### src/rtl/ifft8_seq.sv
// Sequential 8-point inverse FFT: load 8 samples in bit-reversed order, run 12
// in-place radix-2 DIT butterflies (one per cycle), then stream results in natural order.
module ifft8_seq (
    input  logic        clk,
    input  logic        rst_n,
    input  logic        in_valid,
    output logic        in_ready,
    input  logic [15:0] in_real,
    input  logic [15:0] in_imag,
    output logic        out_valid,
    input  logic        out_ready,
    output logic [15:0] out_real,
    output logic [15:0] out_imag,
    output logic [2:0]  out_idx,
    output logic        out_last
);

    // Handshakes: a transfer happens on a rising edge where valid and ready are both 1;
    // in_ready is high only in LOAD, out_valid only in UNLOAD, so the two never overlap.
    typedef enum logic [1:0] {
        LOAD    = 2'd0,
        COMPUTE = 2'd1,
        UNLOAD  = 2'd2
    } state_t;

    localparam logic signed [15:0] TW_C = 16'sh00B4;

    state_t      state;
    state_t      state_nxt;
    logic [2:0]  in_cnt;
    logic [2:0]  out_cnt;
    logic [3:0]  bf_cnt;
    logic [15:0] mem_re [8];
    logic [15:0] mem_im [8];

    logic        in_fire;
    logic        out_fire;
    logic [1:0]  stage;
    logic [1:0]  bfly;
    logic [2:0]  top;
    logic [2:0]  bot;
    logic [1:0]  tw;
    logic [15:0] a_re, a_im, b_re, b_im;
    logic [15:0] b_dif, b_sum;
    logic [15:0] p_re, p_im;
    logic [16:0] s_re, s_im, d_re, d_im;

    // Scale by c in Q8.8; neg negates the full product before truncation.
    function automatic logic [15:0] tw_mul(input logic [15:0] x, input logic neg);
        logic signed [31:0] prod;
        prod = 32'(TW_C) * 32'($signed(x));
        if (neg) begin
            prod = -prod;
        end
        return prod[23:8];
    endfunction

    assign in_fire  = in_valid & in_ready;
    assign out_fire = out_valid & out_ready;
    assign stage    = bf_cnt[3:2];
    assign bfly     = bf_cnt[1:0];

    always_comb begin
        case (stage)
            2'd0: begin
                top = {bfly, 1'b0};
                bot = {bfly, 1'b1};
                tw  = 2'd0;
            end
            2'd1: begin
                top = {bfly[1], 1'b0, bfly[0]};
                bot = {bfly[1], 1'b1, bfly[0]};
                tw  = {bfly[0], 1'b0};
            end
            default: begin
                top = {1'b0, bfly};
                bot = {1'b1, bfly};
                tw  = bfly;
            end
        endcase
    end

    always_comb begin
        a_re  = mem_re[top];
        a_im  = mem_im[top];
        b_re  = mem_re[bot];
        b_im  = mem_im[bot];
        b_dif = b_re - b_im;
        b_sum = b_re + b_im;
        case (tw)
            2'd0: begin
                p_re = b_re;
                p_im = b_im;
            end
            2'd1: begin
                p_re = tw_mul(b_dif, 1'b0);
                p_im = tw_mul(b_sum, 1'b0);
            end
            2'd2: begin
                p_re = 16'd0 - b_im;
                p_im = b_re;
            end
            default: begin
                p_re = tw_mul(b_sum, 1'b1);
                p_im = tw_mul(b_dif, 1'b0);
            end
        endcase
        s_re = {a_re[15], a_re} + {p_re[15], p_re};
        s_im = {a_im[15], a_im} + {p_im[15], p_im};
        d_re = {a_re[15], a_re} - {p_re[15], p_re};
        d_im = {a_im[15], a_im} - {p_im[15], p_im};
    end

    // Buffer is not reset: outputs are gated by state, so stale data never escapes.
    always_ff @(posedge clk) begin
        if (in_fire) begin
            mem_re[{in_cnt[0], in_cnt[1], in_cnt[2]}] <= in_real;
            mem_im[{in_cnt[0], in_cnt[1], in_cnt[2]}] <= in_imag;
        end else if (state == COMPUTE) begin
            mem_re[top] <= s_re[16:1];
            mem_im[top] <= s_im[16:1];
            mem_re[bot] <= d_re[16:1];
            mem_im[bot] <= d_im[16:1];
        end
    end

    always_ff @(posedge clk or negedge rst_n) begin
        if (!rst_n) begin
            in_cnt  <= 3'd0;
            bf_cnt  <= 4'd0;
            out_cnt <= 3'd0;
        end else begin
            if (in_fire) begin
                in_cnt <= in_cnt + 3'd1;
            end
            if (state == COMPUTE) begin
                bf_cnt <= (bf_cnt == 4'd11) ? 4'd0 : bf_cnt + 4'd1;
            end
            if (out_fire) begin
                out_cnt <= out_cnt + 3'd1;
            end
        end
    end

    always_ff @(posedge clk or negedge rst_n) begin
        if (!rst_n) begin
            state <= LOAD;
        end else begin
            state <= state_nxt;
        end
    end

    always_comb begin
        state_nxt = state;
        case (state)
            LOAD:    if (in_fire && in_cnt == 3'd7) state_nxt = COMPUTE;
            COMPUTE: if (bf_cnt == 4'd11) state_nxt = UNLOAD;
            UNLOAD:  if (out_fire && out_cnt == 3'd7) state_nxt = LOAD;
            default: state_nxt = LOAD;
        endcase
    end

    always_comb begin
        in_ready  = (state == LOAD);
        out_valid = (state == UNLOAD);
        out_real  = 16'd0;
        out_imag  = 16'd0;
        out_idx   = 3'd0;
        out_last  = 1'b0;
        if (state == UNLOAD) begin
            out_real = mem_re[out_cnt];
            out_imag = mem_im[out_cnt];
            out_idx  = out_cnt;
            out_last = (out_cnt == 3'd7);
        end
    end

endmodule

### config.mk
export PLATFORM = sky130hd
export DESIGN_NAME = ifft8_seq
export DESIGN_NICKNAME = d
export VERILOG_FILES = /design/src/rtl/ifft8_seq.sv
export SDC_FILE = /design/constraint.sdc
export NUM_CORES = 1
export LEC_CHECK = 0
export ABC_CLOCK_PERIOD_IN_PS = 14250
export CORE_AREA = 8 8 324 169
export CTS_BUF_LIST = sky130_fd_sc_hd__clkbuf_8
export DETAILED_ROUTE_END_ITERATION = 10
export DIE_AREA = 0 0 332 177
export PLACE_DENSITY = 0.72
export SLEW_MARGIN = 20
export SYNTH_ARGS = -nofsm -noshare
export SYNTH_HDL_FRONTEND = slang
export SYNTH_SLANG_ARGS = --single-unit
### constraint.sdc
create_clock -name clk -period 14.25 [get_ports clk]
set_input_delay 2.1375 -clock clk [delete_from_list [all_inputs] [get_ports clk]]
set_output_delay 2.1375 -clock clk [all_outputs]
set_load 0.02 [all_outputs]
* Yosys cells after proc, flatten, opt, wreduce, memory -nomap -nowiden
Memory sizes are Yosys's and may differ from the RTL's. Index checks and enable logic that the tools add are counted.
Operators by class: add/sub/neg operators 11, multiply operators 2, equal/unequal tests 11, mux-type cells 25, bitwise gates (word level) 2, reductions and logical operators 8
Operator list (number):
- one-hot mux 16 bit (3 select lines) | 2
- 2-to-1 mux 16 bit | 4
- multiplier 7 x 16 -> 22 bit, first input constant | 2
- adder 16 x 16 -> 17 bit | 2
- subtractor 16 x 16 -> 17 bit | 2
- OR reduction 16 bit | 2
- negation 24 bit | 1
- adder 16 bit | 1
- subtractor 1 x 16 -> 16 bit, first input constant | 1
- subtractor 16 bit | 1
- one-hot mux 3 bit (2 select lines) | 2
- 2-to-1 mux 3 bit | 3
- 2-to-1 mux 1 bit | 8
- adder 3 x 1 -> 3 bit, second input constant | 2
- == test 2 x 1 -> 1 bit, second input constant | 3
- == test 3 bit, second input constant | 2
- zero test 2 bit | 3
- 2-to-1 mux 2 bit | 3
- inequality test 2 x 1 -> 1 bit, second input constant | 3
- one-hot mux 2 bit (3 select lines) | 1
- adder 4 x 1 -> 4 bit, second input constant | 1
- == test 2 bit, second input constant | 2
- == test 4 bit, second input constant | 1
- 2-to-1 mux 4 bit | 1
- other kinds (4) | 6
Word-level totals: register bits after elaboration 12, bits in writable memories 256, output and inout bits 38, logic and storage cells 65, memories 2
Memory list:
- mem_im | depth 8, bits a word 16, rd ports 3, clocked after memory_dff 0, write ports 2, RTL line 34 | logic [15:0] mem_im [8];
- mem_re | depth 8, bits a word 16, rd ports 3, clocked after memory_dff 0, write ports 2, RTL line 33 | logic [15:0] mem_re [8];

* Logic depth before layout (Yosys ltp)
An unclocked memory read counts as a cell.
word-level depth 9, mapped depth 49, depth with buffers taken out 43

* Least setup slack after synthesis
OpenSTA, ideal clock, no wires.
path kind reg-to-reg, from register bf_cnt[3], to memory mem_re[5][13], data pin, data arrival time 9.944 ns, data required time 13.975 ns, setup slack 4.031 ns, stages on the path, launching flop included 42, buffers on the path 5, cell sequence dfrtp_1 buf_4 nor2_1 clkbuf_1 nor2_1 nand2_1 clkbuf_1 nor2_1 a311o_1 a31oi_1 ha_1 a211oi_1 nor2_1 o31ai_1 inv_1 a21oi_1 xnor2_1 ha_1 [6 not listed] o211ai_1 xnor2_1 or3b_1 or3_1 xnor2_1 nor2_1 a211o_1 ha_1 clkbuf_1 nor3_1 nand3_1 o311ai_1 o41a_1 a221oi_1 clkbuf_1 nor2_1 a21oi_1 a22oi_1
RTL lines:
- from (decl) | RTL line 32 | logic [3:0] bf_cnt;
- from (signal assigned) | RTL line 137 | bf_cnt <= (bf_cnt == 4'd11) ? 4'd0 : bf_cnt + 4'd1;
- to (decl) | RTL line 33

==> metrics <==
vias in the first global route=23151; failing checks=design-rule violations; Async S/R FF share, synth=0.0448; commonest non-fill, non-tap cell in the layout=nor2_1; number of max-cap violations=0; period utilization=0.971; outcome=finished, violations left; endpoints failing hold=0; Post-synth EDFFs=256; Yosys reg bits=268; CTS hold repair buffers=0; drt total wl=109000 um; core area=50600 um2; Crit Path Max Fanout=36; final setup fails=0; # clock sinks=268; final instance area=29500 um2; startpoint types=register; Final Skew=0.0212 ns; critical path's slowest cell=nor4_1; routability cong.=1.09; global route overflow=0; sequential area share after synthesis=0.294; Worst EP arrival=14.16 ns; first-pass GRT wire length=158000 um; CTS Buffer Depth=3; Warnings, synthesis=0; ys flop type=edfxtp_1; Fin Setup TNS=0 ns; Num CTS Buffers=38; Inst Count DP=3472; Yosys cell types=106; Worst-Margin Slew=1.15 ns; Area Overhead vs Synth=8.48%; post-DP HPWL=81500 um; Final ANT Viol Nets=0; router iterations before antenna repair=11; initial core utilization=0.537; crit-path most repeated cell=ha_1; syn_nets=3118; Non-Filler Instances=3540; Worst-Skew Late Latency=0.60 ns; Slew headroom=0.229; ant diodes=0; WP data required=14.56 ns; RSZ-0062 raised after global routing=false; die area=58800 um2; min Tclk post-route=13.84 ns; CP max stage delay=0.95 ns; Final #Nets=3136; fmax=72.2 MHz; residual DRC count=1; Syn Area/Cell=9.64 um2; via count=25186; commonest cells after routing, fill and taps aside=nor2_1 (343), edfxtp_1 (256), a21oi_1 (233); CP Class=register to register; Slew Limit Fails=0; Post-DP Area=28800 um2; Die Y=177 um; layout cells sized above 1=0.128; number of I/O pins=74; row cnt=59; # Post-CTS Setup Buffers=0; per-cell routed wire length=30.8 um; Initial DRC Count=4505; Mapped Area=27200 um2; Via density=7.11; number of port buffers=73; CTS tree=yes; Crit. End Element=register; Reg clk slew, reported paths=0.08 ns; largest net degree at the start of global routing=50; die width=332 um; Reg2Reg Setup Slack=0.41 ns; Root Driver=clkbuf_8; Hold Crit Class=register to register; initial antenna violation count=0; post-synthesis cell count=2823; gr usage total=0.358; Post-CTS Resized=0; number of H-tree levels=2
[cells by family after synthesis]
group           after synthesis  synth area share
mux                         267             0.159
xor+xnor                    136            0.0459
buf+inv                     354            0.0513
flops                       268             0.294
compound gates              763             0.185
fa+ha+maj                   259             0.136
simple gates                776             0.129
[Yosys cell counts, types with 17 or more instances]
| cell | number | area share |
|---|---|---|
| inv_1 | 173 | 0.024 |
| ha_1 | 198 | 0.091 |
| o21a_1 | 28 | 0.0077 |
| mux2_2 | 33 | 0.014 |
| xor2_1 | 29 | 0.0093 |
| nor3_1 | 58 | 0.011 |
| edfxtp_1 | 256 | 0.28 |
| a211oi_1 | 26 | 0.0072 |
| or3_1 | 21 | 0.0048 |
| buf_1 | 27 | 0.0037 |
| a21o_1 | 23 | 0.0063 |
| nand2_1 | 178 | 0.025 |
| clkbuf_1 | 126 | 0.017 |
| nand3_1 | 34 | 0.0063 |
| a21oi_1 | 233 | 0.043 |
| a31oi_1 | 17 | 0.0039 |
| o21bai_1 | 30 | 0.0083 |
| fa_1 | 61 | 0.045 |
| o21ai_1 | 50 | 0.0092 |
| xnor2_1 | 102 | 0.033 |
| a22oi_1 | 21 | 0.0058 |
| o211ai_1 | 24 | 0.0066 |
| nand2b_1 | 29 | 0.0067 |
| mux2i_1 | 103 | 0.038 |
| nor2_1 | 350 | 0.048 |
| mux4_2 | 127 | 0.11 |
| o22ai_1 | 50 | 0.011 |
| o221ai_1 | 19 | 0.0061 |
| nor2b_1 | 28 | 0.0064 |
| o21ai_0 | 91 | 0.017 |
[worst max-delay path: cells and delay by family, from the launching register on]
family	cells	cell delay [ns]
and+or+nand+nor	10	3.22
DFF	1	0.79
xor gates and xnor gates	4	1.41
AOI/OAI and AO/OA	11	4.24
adders and majority gates	7	2.70
muxes	1	0.14
buffers and inverters	5	1.01
[final cells by class]
cell class | count | area, um2
fill | 4386 | 21100
tap | 671 | 840
multi-input combinational | 2201 | 18000
clock buffer | 41 | 564
inverter | 181 | 679
timing repair buffer | 151 | 1320
clock inverter | 27 | 113
sequential | 268 | 8000
[worst paths after layout]
kind                                 from       endpoint  cells past startpoint
worst max register to register  bf_cnt[0]  mem_re[7][14]                     38
worst min-delay path            in_cnt[1]      in_cnt[1]                      1
min in group asynchronous           rst_n      bf_cnt[0]                      1
worst max-delay path            bf_cnt[0]  mem_re[7][14]                     38
max in group asynchronous           rst_n     out_cnt[0]                      1
worst min register to register  in_cnt[1]      in_cnt[1]                      1
[routing by layer]
metal  up-vias  track usage  routed length, um
met5         -            0                  0
met4         0        0.104               3800
met3       276        0.141              19600
met2      2175        0.470              41000
met1     12179        0.533              44400
li1      10556            -                  -
[registers in the layout (all words and copies together), names as in the netlist]
| name | cells |
|---|---|
| bf_cnt | 4 |
| state | 2 |
| mem_im | 128 |
| mem_re | 128 |
| in_cnt | 3 |
| out_cnt | 3 |
[stage by stage]
step,util,setup WS (ns),hold slack [ns]
2_1_floorplan,-,4.03,0.507
3_3_place_gp,0.569,1.12,0.530
3_5_place_dp,0.569,1.14,0.543
4_1_cts,0.583,1.00,0.559
5_1_grt,0.583,0.108,0.586
6_report,0.583,0.408,0.558
Power is not shown: default switching activity piles up to over one toggle a cycle in this logic, so the estimate is an artifact.
